**src/rtl/cordic_engine.sv**
```systemverilog
// Iterative BAM CORDIC (rotation: sin/cos/rotate, vectoring: magnitude/atan2) with quadrant fold, gain fix and clamp.
// Latency ITERATIONS+1+GAIN_COMP edges from accept; one op in flight, result held until out_ready.
module cordic_engine #(
    parameter int WIDTH       = 16,
    parameter int ANGLE_WIDTH = 32,
    parameter int ITERATIONS  = 15,
    parameter int GAIN_COMP   = 1
) (
    input  logic                   i_clock,
    input  logic                   i_reset,
    input  logic                   i_in_valid,
    output logic                   o_in_ready,
    input  logic                   i_in_mode,
    input  logic [WIDTH-1:0]       i_x_in,
    input  logic [WIDTH-1:0]       i_y_in,
    input  logic [ANGLE_WIDTH-1:0] i_z_in,
    output logic                   o_out_valid,
    input  logic                   i_out_ready,
    output logic [WIDTH-1:0]       o_x_out,
    output logic [WIDTH-1:0]       o_y_out,
    output logic [ANGLE_WIDTH-1:0] o_z_out,
    output logic                   o_out_mode,
    output logic                   o_sat
);
    localparam int XW      = WIDTH + 2;
    localparam int PW      = XW + 17;
    localparam int ATAN_SH = 32 - ANGLE_WIDTH;
    localparam logic [32:0] ATAN_RND = (33'd1 << ATAN_SH) >> 1;
    localparam logic [ANGLE_WIDTH-1:0] HALF = {1'b1, {(ANGLE_WIDTH-1){1'b0}}};
    localparam logic signed [PW-1:0] K_GAIN = PW'(16'h4DBA);
    localparam logic signed [PW-1:0] K_RND  = PW'(32'd16384);
    localparam logic signed [XW-1:0] MAXV = {3'b000, {(WIDTH-1){1'b1}}};
    localparam logic signed [XW-1:0] MINV = {3'b111, {(WIDTH-1){1'b0}}};

    typedef enum logic [2:0] {S_IDLE, S_PREROT, S_ITER, S_SCALE, S_DONE} state_t;

    state_t                   r_state, w_next;
    logic signed [XW-1:0]     r_x, r_y;
    logic [ANGLE_WIDTH-1:0]   r_z;
    logic                     r_mode;
    logic [4:0]               r_iter;
    logic                     r_in_ready;

    logic                     w_accept, w_last, w_dpos;
    logic signed [XW-1:0]     w_xs, w_ys, w_x_nxt, w_y_nxt, w_x_sc, w_y_sc;
    logic [ANGLE_WIDTH-1:0]   w_atan, w_z_nxt;
    logic [32:0]              w_atan_ext;
    logic signed [PW-1:0]     w_px, w_py;
    logic                     w_sat_x, w_sat_y;

    function automatic logic [31:0] atan_rom(input logic [4:0] idx);
        case (idx)
            5'd0:  atan_rom = 32'h20000000;
            5'd1:  atan_rom = 32'h12E4051E;
            5'd2:  atan_rom = 32'h09FB385B;
            5'd3:  atan_rom = 32'h051111D4;
            5'd4:  atan_rom = 32'h028B0D43;
            5'd5:  atan_rom = 32'h0145D7E1;
            5'd6:  atan_rom = 32'h00A2F61E;
            5'd7:  atan_rom = 32'h00517C55;
            5'd8:  atan_rom = 32'h0028BE53;
            5'd9:  atan_rom = 32'h00145F2F;
            5'd10: atan_rom = 32'h000A2F98;
            5'd11: atan_rom = 32'h000517CC;
            5'd12: atan_rom = 32'h00028BE6;
            5'd13: atan_rom = 32'h000145F3;
            5'd14: atan_rom = 32'h0000A2FA;
            5'd15: atan_rom = 32'h0000517D;
            5'd16: atan_rom = 32'h000028BE;
            5'd17: atan_rom = 32'h0000145F;
            5'd18: atan_rom = 32'h00000A30;
            5'd19: atan_rom = 32'h00000518;
            5'd20: atan_rom = 32'h0000028C;
            5'd21: atan_rom = 32'h00000146;
            5'd22: atan_rom = 32'h000000A3;
            5'd23: atan_rom = 32'h00000051;
            default: atan_rom = 32'h00000000;
        endcase
    endfunction

    // Returns {clamped, value}
    function automatic logic [WIDTH:0] clamp(input logic signed [XW-1:0] v);
        if (v > MAXV)
            clamp = {1'b1, 1'b0, {(WIDTH-1){1'b1}}};
        else if (v < MINV)
            clamp = {1'b1, 1'b1, {(WIDTH-1){1'b0}}};
        else
            clamp = {1'b0, v[WIDTH-1:0]};
    endfunction

    always_ff @(posedge i_clock) begin
        if (i_reset)
            r_state <= S_IDLE;
        else
            r_state <= w_next;
    end

    always_comb begin
        w_next = r_state;
        case (r_state)
            S_IDLE:   if (w_accept) w_next = S_PREROT;
            S_PREROT: w_next = S_ITER;
            S_ITER:   if (w_last) w_next = (GAIN_COMP != 0) ? S_SCALE : S_DONE;
            S_SCALE:  w_next = S_DONE;
            S_DONE:   if (i_out_ready) w_next = S_IDLE;
            default:  w_next = S_IDLE;
        endcase
    end

    always_comb begin
        o_in_ready  = r_in_ready;
        o_out_valid = (r_state == S_DONE);
        w_accept    = (r_state == S_IDLE) && r_in_ready && i_in_valid;
        w_last      = (r_iter == 5'(ITERATIONS - 1));
    end

    // in_ready is registered so it stays low through the reset-release cycle
    always_ff @(posedge i_clock) begin
        if (i_reset)
            r_in_ready <= 1'b0;
        else
            r_in_ready <= (w_next == S_IDLE);
    end

    always_comb begin
        w_xs       = r_x >>> r_iter;
        w_ys       = r_y >>> r_iter;
        w_atan_ext = {1'b0, atan_rom(r_iter)} + ATAN_RND;
        w_atan     = ANGLE_WIDTH'(w_atan_ext >> ATAN_SH);
        w_dpos     = r_mode ? r_y[XW-1] : ~r_z[ANGLE_WIDTH-1];
        w_x_nxt    = w_dpos ? (r_x - w_ys) : (r_x + w_ys);
        w_y_nxt    = w_dpos ? (r_y + w_xs) : (r_y - w_xs);
        w_z_nxt    = w_dpos ? (r_z - w_atan) : (r_z + w_atan);
        w_px       = PW'(r_x) * K_GAIN;
        w_py       = PW'(r_y) * K_GAIN;
        w_x_sc     = XW'((w_px + K_RND) >>> 15);
        w_y_sc     = XW'((w_py + K_RND) >>> 15);
    end

    always_ff @(posedge i_clock) begin
        if (i_reset) begin
            r_x    <= '0;
            r_y    <= '0;
            r_z    <= '0;
            r_mode <= 1'b0;
            r_iter <= '0;
        end else begin
            case (r_state)
                S_IDLE: if (w_accept) begin
                    r_x    <= {{2{i_x_in[WIDTH-1]}}, i_x_in};
                    r_y    <= {{2{i_y_in[WIDTH-1]}}, i_y_in};
                    r_z    <= i_z_in;
                    r_mode <= i_in_mode;
                end
                S_PREROT: begin
                    r_iter <= '0;
                    if (r_mode) begin
                        r_z <= r_x[XW-1] ? HALF : '0;
                        if (r_x[XW-1]) begin
                            r_x <= -r_x;
                            r_y <= -r_y;
                        end
                    end else if (r_z[ANGLE_WIDTH-1] ^ r_z[ANGLE_WIDTH-2]) begin
                        r_x <= -r_x;
                        r_y <= -r_y;
                        r_z <= r_z + HALF;
                    end
                end
                S_ITER: begin
                    r_x    <= w_x_nxt;
                    r_y    <= w_y_nxt;
                    r_z    <= w_z_nxt;
                    r_iter <= r_iter + 5'd1;
                end
                S_SCALE: begin
                    r_x <= w_x_sc;
                    r_y <= w_y_sc;
                end
                default: ;
            endcase
        end
    end

    always_comb begin
        {w_sat_x, o_x_out} = clamp(r_x);
        {w_sat_y, o_y_out} = clamp(r_y);
        o_sat      = w_sat_x | w_sat_y;
        o_z_out    = r_z;
        o_out_mode = r_mode;
    end
endmodule

```
**config.mk**
```make
export PLATFORM = sky130hd
export DESIGN_NAME = cordic_engine
export DESIGN_NICKNAME = d
export VERILOG_FILES = /design/src/rtl/cordic_engine.sv
export SDC_FILE = /design/constraint.sdc
export NUM_CORES = 1
export LEC_CHECK = 0
export CORE_MARGIN = 10
export CORE_UTILIZATION = 35
export CTS_CLUSTER_SIZE = 40
export DETAILED_ROUTE_END_ITERATION = 10
export DONT_BUFFER_PORTS = 1
export SKIP_LAST_GASP = 1
export SLEW_MARGIN = 40
export SYNTH_ARGS = -nofsm -noshare
export SYNTH_HDL_FRONTEND = slang
export SYNTH_SLANG_ARGS = --single-unit
```
**constraint.sdc**
```tcl
create_clock -name i_clock -period 19.2 [get_ports i_clock]
set_input_delay 3.84 -clock i_clock [delete_from_list [all_inputs] [get_ports i_clock]]
set_output_delay 3.84 -clock i_clock [all_outputs]
set_load 0.01 [all_outputs]
```
# Word level (Yosys, flattened, before mapping)

Memories as Yosys holds them, arrays and structs flattened. A register that Yosys moved wholly into a read port is not among the register bits.
Cells that the tools add are included.

Memories: 1
Bits in latches: 0
RAM bits: 0
Input port bits: 69
Output and inout bits: 68
Word-level logic and storage cells: 81
Bits in registers: 78
ROM bits: 960

Reductions and logical operators: 11
Shifts and indexed selects: 2
Equal/unequal tests: 8
Order comparisons: 4
Add/subtract/negate cells: 12
Div/mod/pow operators: 0
Multiply operators: 2
Muxes and demuxes: 30
Bitwise logic cells: 3

Memory list:

| name             | words | width | rd ports | clocked after Yosys merged registers in | write ports | RTL line | text |
|---|---|---|---|---|---|---|---|
| (name not given) | 32    | 30    | 1        | 1                                       | 0           | 52       | `case (idx)` |

Operators with widths:

| operator                                                         | count |
|---|---|
| two-way mux 18 bit                                               | 10 |
| two-way mux 32 bit                                               | 5 |
| one-hot mux 18 bit (4 select lines)                              | 2 |
| one-hot mux 32 bit (3 select lines)                              | 1 |
| two-way mux 17 bit                                               | 4 |
| adder 33 x 16 -> 33 bit (second input constant)                  | 2 |
| multiplier 18 x 15 -> 32 bit (second input constant)             | 2 |
| adder 18 bit                                                     | 2 |
| greater-than comparator 18 x 16 -> 1 bit (second input constant) | 2 |
| less-than comparator 18 x 16 -> 1 bit (second input constant)    | 2 |
| negator 18 bit                                                   | 2 |
| >>> shifter 18 x 5 -> 18 bit                                     | 2 |
| subtractor 18 bit                                                | 2 |
| adder 32 bit                                                     | 1 |
| adder 32 bit (second input constant)                             | 1 |
| subtractor 32 bit                                                | 1 |
| one-hot mux 3 bit (5 select lines)                               | 1 |
| two-way mux 5 bit                                                | 2 |
| one-hot mux 5 bit (2 select lines)                               | 1 |
| two-way mux 3 bit                                                | 3 |
| == test 3 x 2 -> 1 bit (second input constant)                   | 2 |
| logical NOT 3 bit                                                | 2 |
| != test 3 bit (second input constant)                            | 2 |
| AND reduction 3 bit                                              | 2 |
| 15 further kinds                                                 | 16 |

# Depth between registers and ports, before layout

Depth in word-level cells: 6
Gate-level depth with buffers: 30
Gate-level depth less buffers: 29

# Worst setup path after synthesis

Ideal clock, no wire load.

Path type: reg2reg
From: register r_y[17]
To: register r_y[16]
Stages on the path, launching flop included: 23
Library setup time: 0.129 ns
Data arrival time: 7.204 ns
Data required time: 19.071 ns
Setup slack: 11.867 ns
Cell sequence: dfxtp_1 > clkinv_1 > ha_1 > inv_1 > fa_1 > inv_1 > fa_1 > fa_1 > fa_1 > inv_1 > fa_1 > inv_1 > ha_1 > and4_1 > a221oi_1 > a21boi_2 > nor4b_1 > o21a_1 > nor2_1 > or3b_1 > or4_1 > o211ai_1 > o211ai_1

Longest elaborated chain between the ends: 3
Elaborated cells on any way between the ends: 5
Those cells by class: add/sub (1); mul (1); mux (3)

RTL lines:

| what                                                                     | RTL line | text |
|---|---|---|
| start: declaration                                                       | 38       | `logic signed [XW-1:0] r_x, r_y;` |
| start signal: assignment                                                 | 151      | `r_y <= {{2{i_y_in[WIDTH-1]}}, i_y_in};` |
| start signal: assignment                                                 | 161      | `r_y <= -r_y;` |
| start signal: assignment                                                 | 165      | `r_y <= -r_y;` |
| multiplier 18 x 15 -> 32 bit / two-way mux 1 bit (equally long branches) | 135, 130 |  |
| adder 33 x 16 -> 33 bit / two-way mux 18 bit (equally long branches)     | 137, 132 |  |
| one-hot mux 18 bit (4 select lines) *                                    | 148      | `case (r_state)` |

Mark *: on every way between the ends. The rest lies on a longest branch, timed or not.
A chain may end at the register's enable or synchronous reset.

# Final worst setup path

From: register r_y[5]
To: register r_y[13]

Longest elaborated chain between the ends: 4
Elaborated cells on any way between the ends: 10
Those cells by class: add/sub (4); mul (1); mux (5)

RTL lines:

| what                                                            | RTL line |
|---|---|
| branches (longest 3 deep; another with adder 33 x 16 -> 33 bit) | -- |
| one-hot mux 18 bit (4 select lines) *                           | 148 |

Mark *: on every way between the ends. The select of a mux whose other input is x is not followed.

==> qor.yml <==
timing:
  fin_skew_ns: 0.01537
  drv_slew: 0
  rsz0062_at_grt: "false"
  worst_slew_pin_slew_ns: 0.8693
  setup_viol: 0
  period_share_pct: 42.18
  tns_ns: 0
  whs_ns: 0.5556
  fin_crit_ns: 8.099
  final_hold_viol_count: 0
  max-slew-margin-rel_pct: 41.97
  clock.fmax_mhz: 123.5
yosys:
  yosysSeqAreaShare_pct: 8.810
  synth_cell_types: 98
  async_flop_share_pct: 0
  synth_edf_count: 0
  synth-adder-area-share_pct: 36.79
  synth_compound_area_share_pct: 17.40
  yosys.area_share.simple_pct: 14.14
  muxShareOfSynthArea_pct: 5.200
  ys_seq_elements: 108
  avgSynthCellArea_sq_um: 8.175
  synth.yosys.warnings: 0
  ys.flop_type: "dfxtp_1"
  synth_area_sq_mm: 0.02454
  synth_xor_area_share_pct: 7.459
  synth_top_family_by_area: "adder cells"
  syn_inst: 3002
  synth_nets: 3648
cts:
  numCtsBuffers: 9
  cts_tree: "yes"
  insertion_delay_ns: 0.39
  cts.hold.buffers_added: 0
  cts_resized: 0
  cts_max_path_buffers: 2
  clk_pin_slew_ns: 0.09
  cts_root_buffer: "clkbuf_16"
  cts_sinks: 108
  h-tree-depth: 3
  postCtsSetupRepairBufs: 0
route:
  drt-pass1-iter-count: 6
  drt-vias-per-instance: 5.386
  drc: 0
  dr.first_iter.drc_count: 1653
  ant_nets: 0
  wirelength_mm: 78.49
  via_count: 20963
  routedWlPerCell_microns: 20.17
flow_run:
  cap_violations: 0
critical_path:
  crit_path_end_kind: "flip-flop"
  worstPathArrival_ns: 8.37
  worstPathRequired_ns: 19.47
  max_stage_delay_ns: 0.84
  cp_max_fo: 12
  startpoint_type: "flip-flop"
  crit_slowest_cell: "dfxtp_1"
  critPathKind: "flip-flop to flip-flop"
floorplan:
  pin_count: 137
  fp.dieH_microns: 284.8
  die-width_microns: 284.8
  start_util_pct: 35.17
  row_count: 97
  die-area_sq_mm: 0.08111
  core_sq_mm: 0.06979
cells_and_area:
  area_growth_pct: 5.593
  nets: 3588
  drive_gt1_share_pct: 5.226
  fill_cells: 7289
placement:
  place_congestion: 0.9347
  portBuffers: 0
  dp_hpwl_mm: 63.41
global_route:
  grt_pass1_vias: 20974
  grtUsageTotal_pct: 19.10
  grt_max_degree: 84
  grt_first_pass_wirelength_mm: 124.0
  antenna_found_initial: 10
  grt-ovfl-total: 0
outcome:
  status: "completed"
worst_hold_path:
  min_path_type: "flip-flop to flip-flop"
==> state kept, by name, summed over array words and instances, names as in the netlist <==
name	count
r_iter	5
r_y	18
o_z_out	32
o_out_mode	1
w_atan_ext	30
r_x	18
o_in_ready	1
r_state	3
==> worst paths after layout <==
path,depth (start not counted),to,from,slack [ns]
worst max register to register,29,r_y[13]$_SDFFE_PP0P_,r_y[5]$_SDFFE_PP0P_,11.10
worst min register to register,2,o_z_out[0]$_SDFFE_PP0P_,o_z_out[0]$_SDFFE_PP0P_,0.56
worst min-delay path,2,o_z_out[0]$_SDFFE_PP0P_,o_z_out[0]$_SDFFE_PP0P_,0.56
worst max-delay path,29,r_y[13]$_SDFFE_PP0P_,r_y[5]$_SDFFE_PP0P_,11.10
==> area by class of cell <==
type,instances,area [sq um],share of cell area [%]
multi-input combinational,2244,19950,76.98
tap,940,1176,4.539
clock inverter,6,62.56,0.2414
inverter,548,2057,7.938
timing repair buffer,31,252.7,0.9753
sequential,108,2165,8.353
antenna,5,12.51,0.04828
clock buffer,10,239.0,0.9222
==> worst max-delay path, delay by kind of cell, from the launching register on <==
kind	cells	cell delay (ns)
compound gates	7	1.51
flops	1	0.84
simple gates	8	1.43
xor+xnor	3	0.50
buf+inv	3	0.36
fa+ha+maj	8	3.33
==> cell families (layout without fill, tap and decap cells) <==
kind of cell / after synthesis / in the layout
buf+inv: 650 / 595
simple gates: 734 / 734
compound gates: 645 / 645
flops: 108 / 108
fa+ha+maj: 577 / 577
other cells: 0 / 5
xor+xnor: 209 / 209
mux: 79 / 79
==> metrics by stage <==
stage,area [sq um],instances,setup slack (ns),utilization (%)
finish,25910,3892,11.10,37.13
global route,25900,3888,10.69,37.12
CTS,25890,3887,11.21,37.11
detailed placement,25590,3871,11.25,36.67
global placement,25550,3870,11.26,36.61
floorplan,24540,3002,11.87,-
==> placed cells by master, fill, tap and decap left out, drive strengths merged, types with 50 or more instances in the layout <==
cell,n
nor3,72
inv,547
xor2,76
o21ai,135
nand2,251
a21oi,171
xnor2,133
dfxtp,108
fa,241
nand3,50
ha,336
nor2,191
==> synth_stat cells, types with 14 or more instances <==
master	number	area (sq um)
a211oi_1	35	262.8
a21o_1	39	292.8
a21oi_1	171	855.8
a221oi_1	39	341.6
a31oi_1	25	156.4
and3_1	23	143.9
buf_1	15	56.30
clkbuf_1	70	262.8
dfxtp_1	108	2162
fa_1	241	4825
ha_1	336	4204
inv_1	542	2034
mux2_2	14	157.7
mux2i_1	27	270.3
mux4_2	36	810.8
nand2_1	250	938.4
nand2b_1	25	156.4
nand3_1	50	250.2
nand4_1	15	93.84
nor2_1	189	709.4
nor2b_1	24	150.1
nor3_1	70	350.3
o211ai_1	24	180.2
o21a_1	27	202.7
o21ai_0	127	635.6
o22ai_1	20	125.1
o31ai_1	17	127.6
xnor2_1	133	1165
xor2_1	76	665.6
==> metal layers <==
metal	GRT usage, %	vias to the layer above	wire (microns)	part of all wire [%]
met5	0	-	73	0.093
met4	4.432	12	1654	2.1
met3	2.728	86	4361	5.6
met2	32.04	545	37400	48
met1	25.58	10272	35000	45
li1	-	10048	-	-
Power is not shown: default switching activity piles up to over one toggle a cycle in this logic, so the estimate is an artifact.
